## config.mk

```make
export PLATFORM = sky130hd
export DESIGN_NAME = heap_to_fb_dma
export DESIGN_NICKNAME = d
export VERILOG_FILES = /design/src/rtl/gpu_pkg.sv /design/src/rtl/sync_fifo.sv /design/src/rtl/heap_to_fb_dma.sv
export SDC_FILE = /design/constraint.sdc
export NUM_CORES = 1
export LEC_CHECK = 0
export BUFFER_PORTS_ARGS = -buffer_cell sky130_fd_sc_hd__buf_2
export CAP_MARGIN = 20
export CORE_UTILIZATION = 35
export DETAILED_ROUTE_END_ITERATION = 6
export GPL_ROUTABILITY_DRIVEN = 0
export PLACE_DENSITY = 0.6
export SKIP_CTS_REPAIR_TIMING = 1
export SYNTH_ARGS = -nofsm -noshare
export SYNTH_HDL_FRONTEND = slang
export SYNTH_SLANG_ARGS = --single-unit
```

## constraint.sdc

```tcl
create_clock -name clk -period 5.2 [get_ports clk]
set_input_delay 0.52 -clock clk [delete_from_list [all_inputs] [get_ports clk]]
set_output_delay 0.52 -clock clk [all_outputs]
set_load 0.01 [all_outputs]
```

## src/rtl/gpu_pkg.sv

```systemverilog
// Shared constants and types for the GPU datapath blocks.
package gpu_pkg;

    // Framebuffer size in 32-bit words (400x300 pixels, 4 pixels per word).
    localparam int FB_WORDS = 30000;

    // Full-word byte-enable pattern for framebuffer writes.
    localparam logic [3:0] FB_WR_ALL = 4'hF;

    // Copy engine control states.
    typedef enum logic [1:0] {
        IDLE  = 2'd0,
        CHECK = 2'd1,
        RUN   = 2'd2,
        DRAIN = 2'd3
    } dma_state_e;

endpackage

```

## src/rtl/sync_fifo.sv

```systemverilog
// Small single-clock FIFO with occupancy count.
// The head entry is visible on pop_data without a read strobe (show-ahead).
module sync_fifo #(
    parameter int WIDTH = 32,
    parameter int DEPTH = 4
) (
    input  logic                       clk,
    input  logic                       aresetn,
    input  logic                       push,
    input  logic [WIDTH-1:0]           push_data,
    input  logic                       pop,
    output logic [WIDTH-1:0]           pop_data,
    output logic                       empty,
    output logic [$clog2(DEPTH):0]     count
);

    localparam int AW = $clog2(DEPTH);

    logic [WIDTH-1:0] mem [DEPTH];
    logic [AW-1:0]    wr_ptr_q, wr_ptr_d;
    logic [AW-1:0]    rd_ptr_q, rd_ptr_d;
    logic [AW:0]      count_q, count_d;
    logic             push_ok;
    logic             pop_ok;

    // A push into a full FIFO is only accepted when a pop frees a slot in the same cycle.
    assign pop_ok  = pop && (count_q != '0);
    assign push_ok = push && ((count_q != (AW+1)'(DEPTH)) || pop_ok);

    // Next pointer and occupancy; simultaneous push and pop leave the count unchanged.
    always_comb begin
        wr_ptr_d = wr_ptr_q;
        rd_ptr_d = rd_ptr_q;
        count_d  = count_q;
        if (push_ok) begin
            wr_ptr_d = wr_ptr_q + 1'b1;
        end
        if (pop_ok) begin
            rd_ptr_d = rd_ptr_q + 1'b1;
        end
        if (push_ok && !pop_ok) begin
            count_d = count_q + 1'b1;
        end else if (!push_ok && pop_ok) begin
            count_d = count_q - 1'b1;
        end
    end

    // Pointer and count registers.
    always_ff @(posedge clk or negedge aresetn) begin
        if (!aresetn) begin
            wr_ptr_q <= '0;
            rd_ptr_q <= '0;
            count_q  <= '0;
        end else begin
            wr_ptr_q <= wr_ptr_d;
            rd_ptr_q <= rd_ptr_d;
            count_q  <= count_d;
        end
    end

    // Storage array; contents need no reset since the count gates visibility.
    always_ff @(posedge clk) begin
        if (push_ok) begin
            mem[wr_ptr_q] <= push_data;
        end
    end

    assign pop_data = mem[rd_ptr_q];
    assign empty    = (count_q == '0);
    assign count    = count_q;

endmodule

```

## src/rtl/heap_to_fb_dma.sv

```systemverilog
// Word-copy engine: streams a block of words from heap memory into the framebuffer.
// Reads are only issued when a buffer slot is reserved for the returning data, so a
// stalled framebuffer arbiter can never overflow the read-data buffer.
module heap_to_fb_dma #(
    parameter int SRC_AW     = 11,
    parameter int DST_AW     = 15,
    parameter int FB_WORDS   = gpu_pkg::FB_WORDS,
    parameter int RD_LAT     = 1,
    parameter int FIFO_DEPTH = 4
) (
    input  logic              clk,
    input  logic              aresetn,
    input  logic              start,
    input  logic [SRC_AW-1:0] src_base,
    input  logic [DST_AW-1:0] dst_base,
    input  logic [DST_AW:0]   len,
    output logic              busy,
    output logic              done,
    output logic              error,
    output logic [SRC_AW-1:0] heap_rd_addr,
    output logic              heap_rd_en,
    input  logic [31:0]       heap_rd_data,
    output logic [DST_AW-1:0] fb_addr,
    output logic [31:0]       fb_wr_data,
    output logic [3:0]        fb_wr_en,
    input  logic              fb_wr_ready
);

    import gpu_pkg::*;

    localparam int LW  = DST_AW + 1;
    localparam int CW  = ((DST_AW > SRC_AW) ? DST_AW : SRC_AW) + 2;
    localparam int FCW = $clog2(FIFO_DEPTH) + 1;
    localparam int IFW = $clog2(RD_LAT + 1) + 1;

    dma_state_e        state_q, state_d;
    logic [SRC_AW-1:0] src_q, src_d;
    logic [DST_AW-1:0] dst_q, dst_d;
    logic [LW-1:0]     rd_left_q, rd_left_d;
    logic [LW-1:0]     wr_left_q, wr_left_d;
    logic              done_q, done_d;
    logic              error_q, error_d;
    logic [RD_LAT-1:0] vld_q, vld_d;
    logic [IFW-1:0]    inflight_q, inflight_d;

    logic [CW-1:0]     dst_end;
    logic [CW-1:0]     src_end;
    logic              active;
    logic              rd_fire;
    logic              wr_fire;
    logic              fifo_push;
    logic              fifo_empty;
    logic [FCW-1:0]    fifo_count;
    logic [31:0]       fifo_head;

    // End addresses of the command, widened so the range checks cannot overflow.
    assign dst_end = CW'(dst_q) + CW'(rd_left_q);
    assign src_end = CW'(src_q) + CW'(rd_left_q);

    assign active  = (state_q == RUN) || (state_q == DRAIN);
    assign rd_fire = (state_q == RUN) && (rd_left_q != '0) &&
                     ((int'(inflight_q) + int'(fifo_count)) < FIFO_DEPTH);
    assign wr_fire = active && !fifo_empty && fb_wr_ready;

    // Read-valid pipe: data for a read lands RD_LAT cycles after it is issued.
    assign vld_d[0]  = rd_fire;
    for (genvar gi = 1; gi < RD_LAT; gi++) begin : g_vld_pipe
        assign vld_d[gi] = vld_q[gi-1];
    end
    assign fifo_push = vld_q[RD_LAT-1];

    // Reads issued whose data has not yet reached the buffer.
    always_comb begin
        inflight_d = inflight_q;
        if (rd_fire && !fifo_push) begin
            inflight_d = inflight_q + 1'b1;
        end else if (!rd_fire && fifo_push) begin
            inflight_d = inflight_q - 1'b1;
        end
    end

    // Control FSM: command capture, range check, read issue and write retirement.
    always_comb begin
        state_d   = state_q;
        src_d     = src_q;
        dst_d     = dst_q;
        rd_left_d = rd_left_q;
        wr_left_d = wr_left_q;
        done_d    = 1'b0;
        error_d   = 1'b0;
        unique case (state_q)
            IDLE: begin
                if (start) begin
                    src_d     = src_base;
                    dst_d     = dst_base;
                    rd_left_d = len;
                    wr_left_d = len;
                    state_d   = CHECK;
                end
            end
            CHECK: begin
                if (rd_left_q == '0) begin
                    done_d  = 1'b1;
                    state_d = IDLE;
                end else if ((dst_end > CW'(FB_WORDS)) || (src_end > (CW'(1) << SRC_AW))) begin
                    error_d = 1'b1;
                    state_d = IDLE;
                end else begin
                    state_d = RUN;
                end
            end
            RUN, DRAIN: begin
                if (rd_fire) begin
                    src_d     = src_q + 1'b1;
                    rd_left_d = rd_left_q - 1'b1;
                end
                if ((state_q == RUN) && (rd_left_d == '0)) begin
                    state_d = DRAIN;
                end
                if (wr_fire) begin
                    dst_d     = dst_q + 1'b1;
                    wr_left_d = wr_left_q - 1'b1;
                    if (wr_left_q == LW'(1)) begin
                        done_d  = 1'b1;
                        state_d = IDLE;
                    end
                end
            end
            default: state_d = IDLE;
        endcase
    end

    // State and counter registers; reset aborts any transfer immediately.
    always_ff @(posedge clk or negedge aresetn) begin
        if (!aresetn) begin
            state_q    <= IDLE;
            src_q      <= '0;
            dst_q      <= '0;
            rd_left_q  <= '0;
            wr_left_q  <= '0;
            done_q     <= 1'b0;
            error_q    <= 1'b0;
            vld_q      <= '0;
            inflight_q <= '0;
        end else begin
            state_q    <= state_d;
            src_q      <= src_d;
            dst_q      <= dst_d;
            rd_left_q  <= rd_left_d;
            wr_left_q  <= wr_left_d;
            done_q     <= done_d;
            error_q    <= error_d;
            vld_q      <= vld_d;
            inflight_q <= inflight_d;
        end
    end

    sync_fifo #(
        .WIDTH (32),
        .DEPTH (FIFO_DEPTH)
    ) u_rd_fifo (
        .clk       (clk),
        .aresetn   (aresetn),
        .push      (fifo_push),
        .push_data (heap_rd_data),
        .pop       (wr_fire),
        .pop_data  (fifo_head),
        .empty     (fifo_empty),
        .count     (fifo_count)
    );

    assign busy         = (state_q != IDLE);
    assign done         = done_q;
    assign error        = error_q;
    assign heap_rd_addr = src_q;
    assign heap_rd_en   = rd_fire;
    assign fb_addr      = dst_q;
    assign fb_wr_en     = (active && !fifo_empty) ? FB_WR_ALL : 4'h0;
    assign fb_wr_data   = (active && !fifo_empty) ? fifo_head : 32'h0;

endmodule
```

**After elaboration in Yosys (flattened, before gate mapping)**

Memories as Yosys holds them, arrays and structs flattened.
Index checks and enable logic that the tools add are counted.
Widths: inputs -> output; s select.

- Add/sub/neg operators: 13
- $mul: 0
- Divide/modulo/power cells: 0
- $lt $le $gt $ge: 3
- Eq/ne operators: 8
- Shifts and indexed selects: 0
- Multiplexer cells: 34
- Bitwise operators: 0
- Reductions and logical operators: 33

Operators by type and width:

| kind | number |
|---|---|
| $mux 16 | 4 |
| $pmux 16 s2 | 2 |
| $logic_not 16->1 | 2 |
| $mux 32 | 1 |
| $sub 16x1->16 const B | 2 |
| $mux 15 | 2 |
| $pmux 15 s2 | 1 |
| $mux 11 | 2 |
| $pmux 11 s2 | 1 |
| $add 11x16->17 | 1 |
| $add 15x16->17 | 1 |
| $gt 17x12->1 const B | 1 |
| $gt 17x15->1 const B | 1 |
| $eq 16x1->1 const B | 1 |
| $mux 2 | 8 |
| $reduce_bool 16->1 | 1 |
| $add 15x1->15 const B | 1 |
| $add 11x1->11 const B | 1 |
| $logic_and 1x1->1 | 11 |
| $mux 1 | 8 |
| $reduce_bool 2->1 | 4 |
| $add 2x1->2 const B | 3 |
| $mux 3 | 2 |
| $pmux 2 s3 | 1 |
| 20 further kinds | 29 |

- Bits in registers: 72
- Latch bits: 0
- RAM bits: 128
- Bits in read-only memories: 0
- Bits of input ports: 78
- Output and inout bits: 66
- Memories: 1

Memory list:

| memory | depth | bits a word | read ports | clocked after memory_dff | wr ports | RTL line | RTL |
|---|---|---|---|---|---|---|---|
| u_rd_fifo.mem | 4 | 32 | 1 | 0 | 1 | sync_fifo.sv:19 | `logic [WIDTH-1:0] mem [DEPTH];` |

**Logic depth before layout (Yosys ltp)**

Gate-level depths: netlist of the first run.

- Depth after elaboration: 11
- Gate-level depth with buffers: 12
- Gate-level depth less buffers: 10

**Hierarchy**

A second synthesis of the first run with hierarchy kept.

- Cell total of the unflattened synthesis: 895
- Area, all modules: 10612.7 sq um

By module, submodules not included:

| module | instances | cells each | area each (sq um) |
|---|---|---|---|
| heap_to_fb_dma | 1 | 693 | 5576.6 |
| sync_fifo | 1 | 202 | 5036.1 |

**Worst setup path before layout of the first run**

No wires, ideal clock.

- Path kind: flip-flop to flip-flop
- Start point: register rd_left_q[0]
- End point: register inflight_q[1]
- Setup time: 0.079 ns
- Arrival time: 2.581 ns
- Data required time: 5.121 ns
- Path slack: 2.540 ns
- Stages on the path, launching flop included: 13
- Path buffers: 3
- Path through: dfrtp_1 > buf_4 > inv_1 > ha_1 > or4b_4 > nor3_4 > a31oi_4 > buf_6 > buf_2 > ha_1 > xor2_1 > nor2_1 > xor2_1

- Longest elaborated chain between the ends: 6
- Elaborated cells between the ends (all ways): 8
- Classes of those cells: 1 x mux; 7 x reduce/logical

Ends and longest elaborated chain:

| item | RTL line | RTL |
|---|---|---|
| start, declared | heap_to_fb_dma.sv:39 | `logic [LW-1:0] rd_left_q, rd_left_d;` |
| start signal, assigned | heap_to_fb_dma.sv:149 | `rd_left_q <= rd_left_d;` |
| $reduce_bool 16->1 * | heap_to_fb_dma.sv:61 | `assign rd_fire = (state_q == RUN) && (rd_left_q != '0) &&` |
| $logic_and 1x1->1 * (2 in series) | heap_to_fb_dma.sv:61 |  |
| via heap_rd_en | heap_to_fb_dma.sv:21 | `output logic heap_rd_en,` |
| $logic_not 1->1 | heap_to_fb_dma.sv:77 | `end else if (!rd_fire && fifo_push) begin` |
| $logic_and 1x1->1 | heap_to_fb_dma.sv:77 |  |
| $reduce_bool 2->1 (no source line) | n/a |  |
| end signal, assigned | heap_to_fb_dma.sv:154 | `inflight_q <= inflight_d;` |
| end, declared | heap_to_fb_dma.sv:44 | `logic [IFW-1:0] inflight_q, inflight_d;` |

The timed path passes the listed nets; every way through them passes the cells marked *.
A chain may end at the register's enable or synchronous reset.

**Worst setup path after layout of the first run**

- Start point: register u_rd_fifo.count_q[0] (netlist: u_rd_fifo.count[0])
- End point: register u_rd_fifo.count_q[2] (netlist: u_rd_fifo.count[2])

- Longest elaborated chain between the ends: 10
- Elaborated cells between the ends (all ways): 18
- Classes of those cells: 2 x add/sub; 1 x eq/ne; 2 x mux; 13 x reduce/logical

Ends and longest elaborated chain:

| item | RTL line | RTL |
|---|---|---|
| start, declared | sync_fifo.sv:22 | `logic [AW:0] count_q, count_d;` |
| start signal, assigned | sync_fifo.sv:57 | `count_q <= count_d;` |
| $logic_not 3->1 | sync_fifo.sv:69 | `assign empty = (count_q == '0);` |
| $logic_not 1->1 | heap_to_fb_dma.sv:63 | `assign wr_fire = active && !fifo_empty && fb_wr_ready;` |
| $logic_and 1x1->1 (2 in series) | heap_to_fb_dma.sv:63 |  |
| $logic_and 1x1->1 | sync_fifo.sv:27 | `assign pop_ok = pop && (count_q != '0);` |
| $logic_or 1x1->1 * | sync_fifo.sv:28 | `assign push_ok = push && ((count_q != (AW+1)'(DEPTH)) \|\| pop_ok);` |
| $logic_and 1x1->1 * | sync_fifo.sv:28 |  |
| via u_rd_fifo.push_ok | sync_fifo.sv:23 | `logic push_ok;` |
| $logic_not 1->1 | sync_fifo.sv:43 | `end else if (!push_ok && pop_ok) begin` |
| $logic_and 1x1->1 | sync_fifo.sv:43 |  |
| $reduce_bool 2->1 (no source line) | n/a |  |

The timed path passes the listed nets; every way through them passes the cells marked *. The select of a mux whose other input is x is not followed.

==> results of run 1 <==
==> power breakdown <==
group	internal, mW	total (mW)	switching (mW)
clock	0.776	1.43	0.650
sequential	2.09	2.73	0.633
combinational	1.74	3.99	2.25
total	4.61	8.15	3.54
==> critical path: stages, from the launching register on <==
cell and delay, ns:
dfrtp_1 0.45, o31a_1 0.18, buf_4 0.34, and2_1 0.18
buf_4 0.26, inv_1 0.17, a31oi_1 0.49, ha_1 0.29
inv_1 0.06, fa_1 0.37, xor2_1 0.17, nor2_1 0.13
xor2_1 0.15
==> cell usage in the layout (no fill, tap or decap), drive strengths merged, types with 7 or more instances in the layout <==
cell type	n
edfxtp	128
xor2	20
nor2	38
nor3	15
clkbuf	17
inv	25
mux2i	12
and2	42
dfrtp	72
o22ai	37
nand2b	7
nand3	45
a21o	10
o21ai	63
buf	155
and3	18
ha	38
a211oi	9
xnor2	15
mux4	32
nand2	60
nand4	11
a22oi	12
a21oi	77
nor4	9
==> cell type report <==
cell class,instances,share of cell area
multi-input combinational,644,0.379
tap,390,0.0395
clock inverter,15,0.0168
timing repair buffer,155,0.0655
sequential,200,0.457
inverter,21,0.00638
antenna,3,0.000608
clock buffer,17,0.0344
==> flip-flops by register name, indices dropped and copies added, names as in the netlist <==
signal and flops:
u_rd_fifo.mem 128, rd_left_q 16, wr_left_q 16, fb_addr 15
heap_rd_addr 11, u_rd_fifo.count 3, inflight_q 2, state_q 2
u_rd_fifo.rd_ptr_q 2, u_rd_fifo.wr_ptr_q 2, done 1, error 1
fifo_push 1
==> kinds of logic (layout without fill, tap and decap cells) <==
family                   count (synthesis)  in the layout
AND/OR/NAND/NOR                        278            278
multiplexers                            45             45
flip-flops                             200            200
adder cells (fa/ha/maj)                 41             41
buffers and inverters                   74            208
other                                    0              3
XOR/XNOR                                35             35
AO/OA/AOI/OAI                          245            245
==> worst max-delay path by stage <==
stage / slack, ns / cells after the start / end / from
after floorplan: 2.54 / 12 / inflight_q[1]$_DFFE_PN0P_ / rd_left_q[0]$_DFFE_PN0P_
after global placement: 1.93 / 12 / u_rd_fifo.count[2]$_DFFE_PN0P_ / u_rd_fifo.count[0]$_DFFE_PN0P_
after detailed placement: 1.89 / 12 / u_rd_fifo.count[2]$_DFFE_PN0P_ / u_rd_fifo.count[0]$_DFFE_PN0P_
after CTS: 1.86 / 6 / heap_rd_en / rd_left_q[1]$_DFFE_PN0P_
after global routing: 1.51 / 12 / u_rd_fifo.count[2]$_DFFE_PN0P_ / u_rd_fifo.count[0]$_DFFE_PN0P_
final: 1.88 / 12 / u_rd_fifo.count[2]$_DFFE_PN0P_ / u_rd_fifo.count[0]$_DFFE_PN0P_
==> stage by stage <==
step	area, µm²	util	setup slack (ns)
detailed placement	11700	0.393	1.89
global route	12300	0.414	1.51
global placement	11700	0.393	1.93
finish	12300	0.414	1.88
floorplan	10700	-	2.54
CTS	12300	0.414	1.86
==> routing by layer <==
layer	part of all wire	vias to the layer above	track usage	routed length, µm
met5	0	-	0	0
met4	0.013	0	0.0550	341
met3	0.052	23	0.0317	1380
met2	0.47	211	0.269	12500
met1	0.47	3824	0.246	12400
li1	-	3768	-	-
==> out/metrics.csv, run 1 <==
stage;metric;value;unit
run_status;status;finished, final reports clean;
routing;routedWlPerCell;18.5;µm
logic_synthesis;synth_xor_area_frac;0.0288;
power_and_ir_drop;power.density;660;nW/µm²
placed_design;io_buffers;143;
logic_synthesis;synthFlopType;edfxtp_1;
logic_synthesis;synth_cell_types;68;
logic_synthesis;synth_top_family_by_area;simple AND/OR/NAND/NOR gates;
grt;grt_pass1_vias;7481;
layout;area.sequential;5650;µm²
placed_design;dp_hpwl;17900;µm
grt;grt_usage;0.174;
logic_synthesis;synthCells;918;
placed_design;place_inst;1409;
logic_synthesis;synth_top_cell_by_area;edfxtp_1;
logic_synthesis;synth_top_area_share;0.361;
worst_hold_path;hp-class;in2async;
power_and_ir_drop;fin_total_pwr;8.15;mW
grt;grt_max_degree;73;
clock_network;cts.clk_slew.worst_paths;0.08;ns
sta;tightestPinTransition;0.992;ns
power_and_ir_drop;ir_worst_vdd;0.278;mV
logic_synthesis;yosysWarnings;0;
sta;slew_viol_final;0;
clock_network;cts.sinks;200;
layout;fin_nets;1158;
layout;fillers;2828;
logic_synthesis;synth_compound_area_frac;0.139;
logic_synthesis;seq_area_frac_synth;0.530;
setup_path;crit_path_start_kind;flip-flop;
die;dieArea;31100;µm²
layout;drive_above_1_share;0.217;
clock_network;cts_buffers;17;
setup_path;required;5.56;ns
sta;fmax;302;MHz
clock_network;cts.path.max_buffers;2;
clock_network;clock_latency;0.44;ns
routing;drc;0;
grt;grt_first_pass_wirelength;41600;µm
die;initial_core_util;0.358;
sta;hold_viol;0;
routing;final_antenna_net_count;0;
logic_synthesis;syn-num-nets;1037;
grt;grt-ovfl-total;0;
die;die_h;176;µm
logic_synthesis;synth_most_common_cell;edfxtp_1;
setup_path;arrival;3.68;ns
sta;rsz0062_at_grt;false;
clock_network;root_buffer;clkbuf_16;
layout;area_growth;15.9;%
logic_synthesis;ys_seq_elements;200;
die;num_io_pins;144;
die;dieWidth;176;µm
setup_path;r2r-start;u_rd_fifo.count[0]$_DFFE_PN0P_;
sta;fin_crit;3.32;ns
job;max_cap_viol_count;0;
setup_path;path_max_fanout;37;
logic_synthesis;synth_common_cells;128 x edfxtp_1, 77 x a21oi_1, 72 x dfrtp_1;
sta;hold_slack;0.234;ns
setup_path;r2r-end;u_rd_fifo.count[2]$_DFFE_PN0P_;
clock_network;h-tree-depth;4;
routing;dr.first_iter.drc_count;533;
sta;fin_tns_setup;0;ns
setup_path;cp-end-kind;flip-flop;
logic_synthesis;synthSimpleGateAreaFrac;0.142;
logic_synthesis;synthAdderAreaFrac;0.0503;
logic_synthesis;synthArstFlopShare;0.360;
routing;routed_wl;26700;µm
logic_synthesis;syn_area;10700;µm²
die;rows;63;
logic_synthesis;synth_edf_count;128;
logic_synthesis;muxShareOfSynthArea;0.0800;
sta;fin_skew;0.0185;ns
routing;detail_route.first_pass.iterations;5;
setup_path;worstRegToRegCells;12;
sta;max_slew_margin;0.339;
setup_path;ff2ff_setup_slack;1.88;ns
grt;antenna_found_initial;3;
routing;viasPerCell;5.42;
clock_network;cts_tree;yes;
logic_synthesis;synth_area_leaders;edfxtp_1 36%, dfrtp_1 17%, mux4_2 6.8%;
power_and_ir_drop;p_leak;4.75;nW
setup_path;path_class;reg2reg;
routing;vias;7826;
layout;layoutNonFillerInstCount;1445;
sta;finalSetupViolations;0;
die;core_area;29800;µm²
logic_synthesis;avgSynthCellArea;11.6;µm²
layout;multi_input_area;4690;µm²
sta;fin_crit_sh;0.638;
Note: power is estimated with default switching activity, not from simulation.
==> inputs of run 2 (changes only) <==
--- a/config.mk
+++ b/config.mk
@@ -5,6 +5,7 @@
 export SDC_FILE = /design/constraint.sdc
 export NUM_CORES = 1
 export LEC_CHECK = 0
+export ABC_AREA = 1
 export BUFFER_PORTS_ARGS = -buffer_cell sky130_fd_sc_hd__buf_2
 export CAP_MARGIN = 20
 export CORE_UTILIZATION = 35
==> constraint.sdc (replaced) <==
create_clock -name clk -period 3.2 [get_ports clk]
set_input_delay 0.32 -clock clk [delete_from_list [all_inputs] [get_ports clk]]
set_output_delay 0.32 -clock clk [all_outputs]
set_load 0.01 [all_outputs]
==> run 2 against run 1 <==
  * Count of clock-buffer cells in the layout did not move
  * Clock skew fell by 0.0051 ns
  * Wire length is 15% higher
  * Cell count grew 36%
  * First-iteration DRC count rose by 32%
  * Register-to-register slack got worse by 1.3 ns
  * Hold slack lost 0.19 ns
  * Design area grew 6.5%
  * Sequential share of layout area decreased by 2.8 points
  * Utilization is 0.093 points lower
  * Power increased by 52%
  * Setup slack worse by 1.4 ns
  * Critical endpoint is now heap_rd_en
  * Highest routed layer unchanged
==> out/metrics.csv, run 2 <==
stage;metric;value;unit;change
routing;viasPerCell;4.97;;was 5.42
logic_synthesis;synthFlopType;edfxtp_1;;unchanged
setup_path;worstRegToRegCells;7;;was 12
sta;fmax;362;MHz;
sta;fin_skew;0.0134;ns;was 0.0185 ns
die;die_h;182;µm;was 176 µm
placed_design;place_area;12500;µm²;was 11700 µm²
setup_path;r2r-end;u_rd_fifo.mem[0][28]$_DFFE_PP_;;was u_rd_fifo.count[2]$_DFFE_PN0P_
logic_synthesis;synth_area_leaders;edfxtp_1 34%, dfrtp_1 16%, nand2_1 10%;;was edfxtp_1 36%, dfrtp_1 17%, mux4_2 6.8%
sta;rsz0062_at_grt;false;;unchanged
run_status;status;finished, final reports clean;;unchanged
clock_network;cts_buffers;17;;unchanged
logic_synthesis;synth_cell_types;43;;was 68
routing;routed_wl;30600;µm;was 26700 µm
placed_design;place_inst;1928;;was 1409
logic_synthesis;synthArstFlopShare;0.360;;unchanged
routing;dr.first_iter.drc_count;702;;was 533
worst_hold_path;hp-class;in2async;;unchanged
sta;hold_viol;0;;unchanged
power_and_ir_drop;power.density;944;nW/µm²;was 660 nW/µm²
layout;largest_register;u_rd_fifo.mem;;unchanged
job;max_cap_viol_count;0;;unchanged
placed_design;dp_hpwl;21000;µm;was 17900 µm
setup_path;crit_start;rd_left_q[1]$_DFFE_PN0P_;;was u_rd_fifo.count[0]$_DFFE_PN0P_
setup_path;arrival;2.44;ns;was 3.68 ns
die;core_area;31800;µm²;was 29800 µm²
grt;antenna_found_initial;0;;was 3
layout;mostFrequentLayoutCells;310 x nand2_1, 241 x nor2_1, 142 x buf_2;;was 142 x buf_2, 128 x edfxtp_1, 77 x a21oi_1
logic_synthesis;synth_most_common_cell;nand2_1;;was edfxtp_1
logic_synthesis;seq_area_frac_synth;0.496;;was 0.530
sta;tightestPinTransition;0.990;ns;was 0.992 ns
die;dieWidth;182;µm;was 176 µm
grt;grt_max_degree;73;;unchanged
clock_network;h-tree-depth;4;;unchanged
die;num_io_pins;144;;unchanged
setup_path;r2r-start;u_rd_fifo.count[0]$_DFFE_PN0P_;;unchanged
sta;finalSetupViolations;0;;unchanged
routing;final_antenna_net_count;0;;unchanged
layout;diodes;0;;was 3
routing;vias;9746;;was 7826
placed_design;io_buffers;143;;unchanged
sta;fin_crit_sh;0.864;;
die;initial_core_util;0.358;;about the same
setup_path;required;2.88;ns;was 5.56 ns
routing;detail_route.first_pass.iterations;5;;unchanged
logic_synthesis;synthCells;1387;;was 918
grt;grt-ovfl-total;0;;unchanged
setup_path;path_class;reg2out;;was reg2reg
logic_synthesis;synth_top_area_share;0.338;;was 0.361
setup_path;crit_path_start_kind;flip-flop;;unchanged
logic_synthesis;yosysWarnings;0;;unchanged
sta;max_slew_margin;0.340;;was 0.339
setup_path;ff2ff_setup_slack;0.54;ns;was 1.88 ns
layout;fillers;3194;;was 2828
logic_synthesis;synth_common_cells;310 x nand2_1, 245 x nor2_1, 128 x edfxtp_1;;was 128 x edfxtp_1, 77 x a21oi_1, 72 x dfrtp_1
die;rows;65;;was 63
sta;fin_crit;2.76;ns;
routing;wl_met1;14600;µm;was 12400 µm
clock_network;cts.clk_slew.worst_paths;0.08;ns;about the same
logic_synthesis;syn-num-nets;1506;;was 1037
grt;grt_first_pass_wirelength;49200;µm;was 41600 µm
layout;fin_nets;1632;;was 1158
clock_network;root_buffer;clkbuf_16;;unchanged
routing;drc;0;;unchanged
routing;route.met2.wl;13800;µm;was 12500 µm
setup_path;path_max_fanout;13;;was 37
power_and_ir_drop;ir_worst_vdd;0.492;mV;was 0.278 mV
grt;grt_usage;0.188;;was 0.174
clock_network;cts_tree;yes;;unchanged
routing;top_layer;met4;;unchanged
logic_synthesis;syn_area;11400;µm²;was 10700 µm²
layout;drive_above_1_share;0.144;;was 0.217
routing;routedWlPerCell;15.6;µm;was 18.5 µm
layout;area_growth;15.6;%;was 15.9%
die;dieArea;33200;µm²;was 31100 µm²
layout;final_common_cell;nand2_1;;was buf_2
layout;layoutNonFillerInstCount;1961;;was 1445
logic_synthesis;ys_seq_elements;200;;unchanged
sta;fin_tns_setup;0;ns;unchanged
clock_network;clock_latency;0.45;ns;was 0.44 ns
clock_network;cts.path.max_buffers;2;;unchanged
logic_synthesis;synth_top_cell_by_area;edfxtp_1;;unchanged
grt;grt_pass1_vias;9383;;was 7481
sta;slew_viol_final;0;;unchanged
setup_path;cp-end-kind;primary output;;was flip-flop
clock_network;cts.sinks;200;;unchanged
logic_synthesis;synth_edf_count;128;;unchanged
layout;finish.instance_area;13200;µm²;was 12300 µm²
power_and_ir_drop;p_leak;5.87;nW;was 4.75 nW
layout;top_regs;u_rd_fifo.mem (128), rd_left_q (16), wr_left_q (16);;unchanged
layout;largest_reg_flops;128;;unchanged
sta;hold_slack;0.0392;ns;was 0.234 ns
routing;wl_met3;1600;µm;was 1380 µm
logic_synthesis;avgSynthCellArea;8.20;µm²;was 11.6 µm²
run 2: cell count changes after synthesis, sizes merged, moves of 8 or more:
cell,previous run,this run
mux2i,12,0
nand2,60,317
o21ai,63,120
a21oi,77,94
mux4,32,0
nor4,9,1
and2,42,0
inv,21,118
nand3,45,74
nor2,38,250
o22ai,37,4
a21o,10,0
a31oi,6,16
and3,18,0
run 2: layer usage:
layer,vias up,global-route usage
met1,4564,0.258
li1,4897,-
met2,248,0.301
met5,-,0
met3,37,0.0313
met4,0,0.0652
run 2: worst max-delay path by stage:
stage,end,slack [ns],cells after the start
floorplan,u_rd_fifo.mem[0][0]$_DFFE_PP_,0.004,8
global placement,u_rd_fifo.mem[1][27]$_DFFE_PP_,0.63,7
detailed placement,u_rd_fifo.mem[0][27]$_DFFE_PP_,0.52,7
CTS,heap_rd_en,0.40,6
global route,heap_rd_en,0.26,7
finish,heap_rd_en,0.44,6
run 2: layout make-up:
class                           count  area [µm²]  area share
Multi-Input combinational cell   1015        5060       0.385
Timing Repair Buffer              161         853      0.0649
Sequential cell                   200        5650       0.429
Inverter                          118         443      0.0337
Clock inverter                     15         171      0.0130
Tap cell                          435         544      0.0414
Clock buffer                       17         425      0.0324
run 2: metrics by stage:
step	util	setup WS [ns]	total power [mW]
2_1_floorplan	-	0.00358	8.38
3_3_place_gp	0.395	0.633	10.2
3_5_place_dp	0.395	0.515	10.3
4_1_cts	0.413	0.399	12.5
5_1_grt	0.414	0.259	13.5
6_report	0.414	0.436	12.4
run 2: where the power goes:
part / switching, mW / total, mW / leakage [nW] / internal, mW
Sequential: 0.677 / 4.11 / 2.03 / 3.44
Clock: 1.10 / 2.15 / 0.284 / 1.06
Combinational: 3.96 / 6.15 / 3.56 / 2.19
run 2: critical path, stage by stage, from the launching register on:
cell and delay, ns:
dfrtp_1 0.61, inv_1 0.09, ha_1 0.24, nand2_2 0.14
nor3_4 0.08, a21oi_2 0.59, buf_2 0.26
run 2: logic make-up (layout without fill, tap and decap cells):
family                     Yosys count  in the layout  synth area share
adders and majority gates           41             41            0.0471
AOI/OAI and AO/OA                  261            261             0.125
xor gates and xnor gates            31             31            0.0239
muxes                                1              1          0.000990
and+or+nand+nor                    681            681             0.246
DFF                                200            200             0.496
buffers and inverters              172            311            0.0610
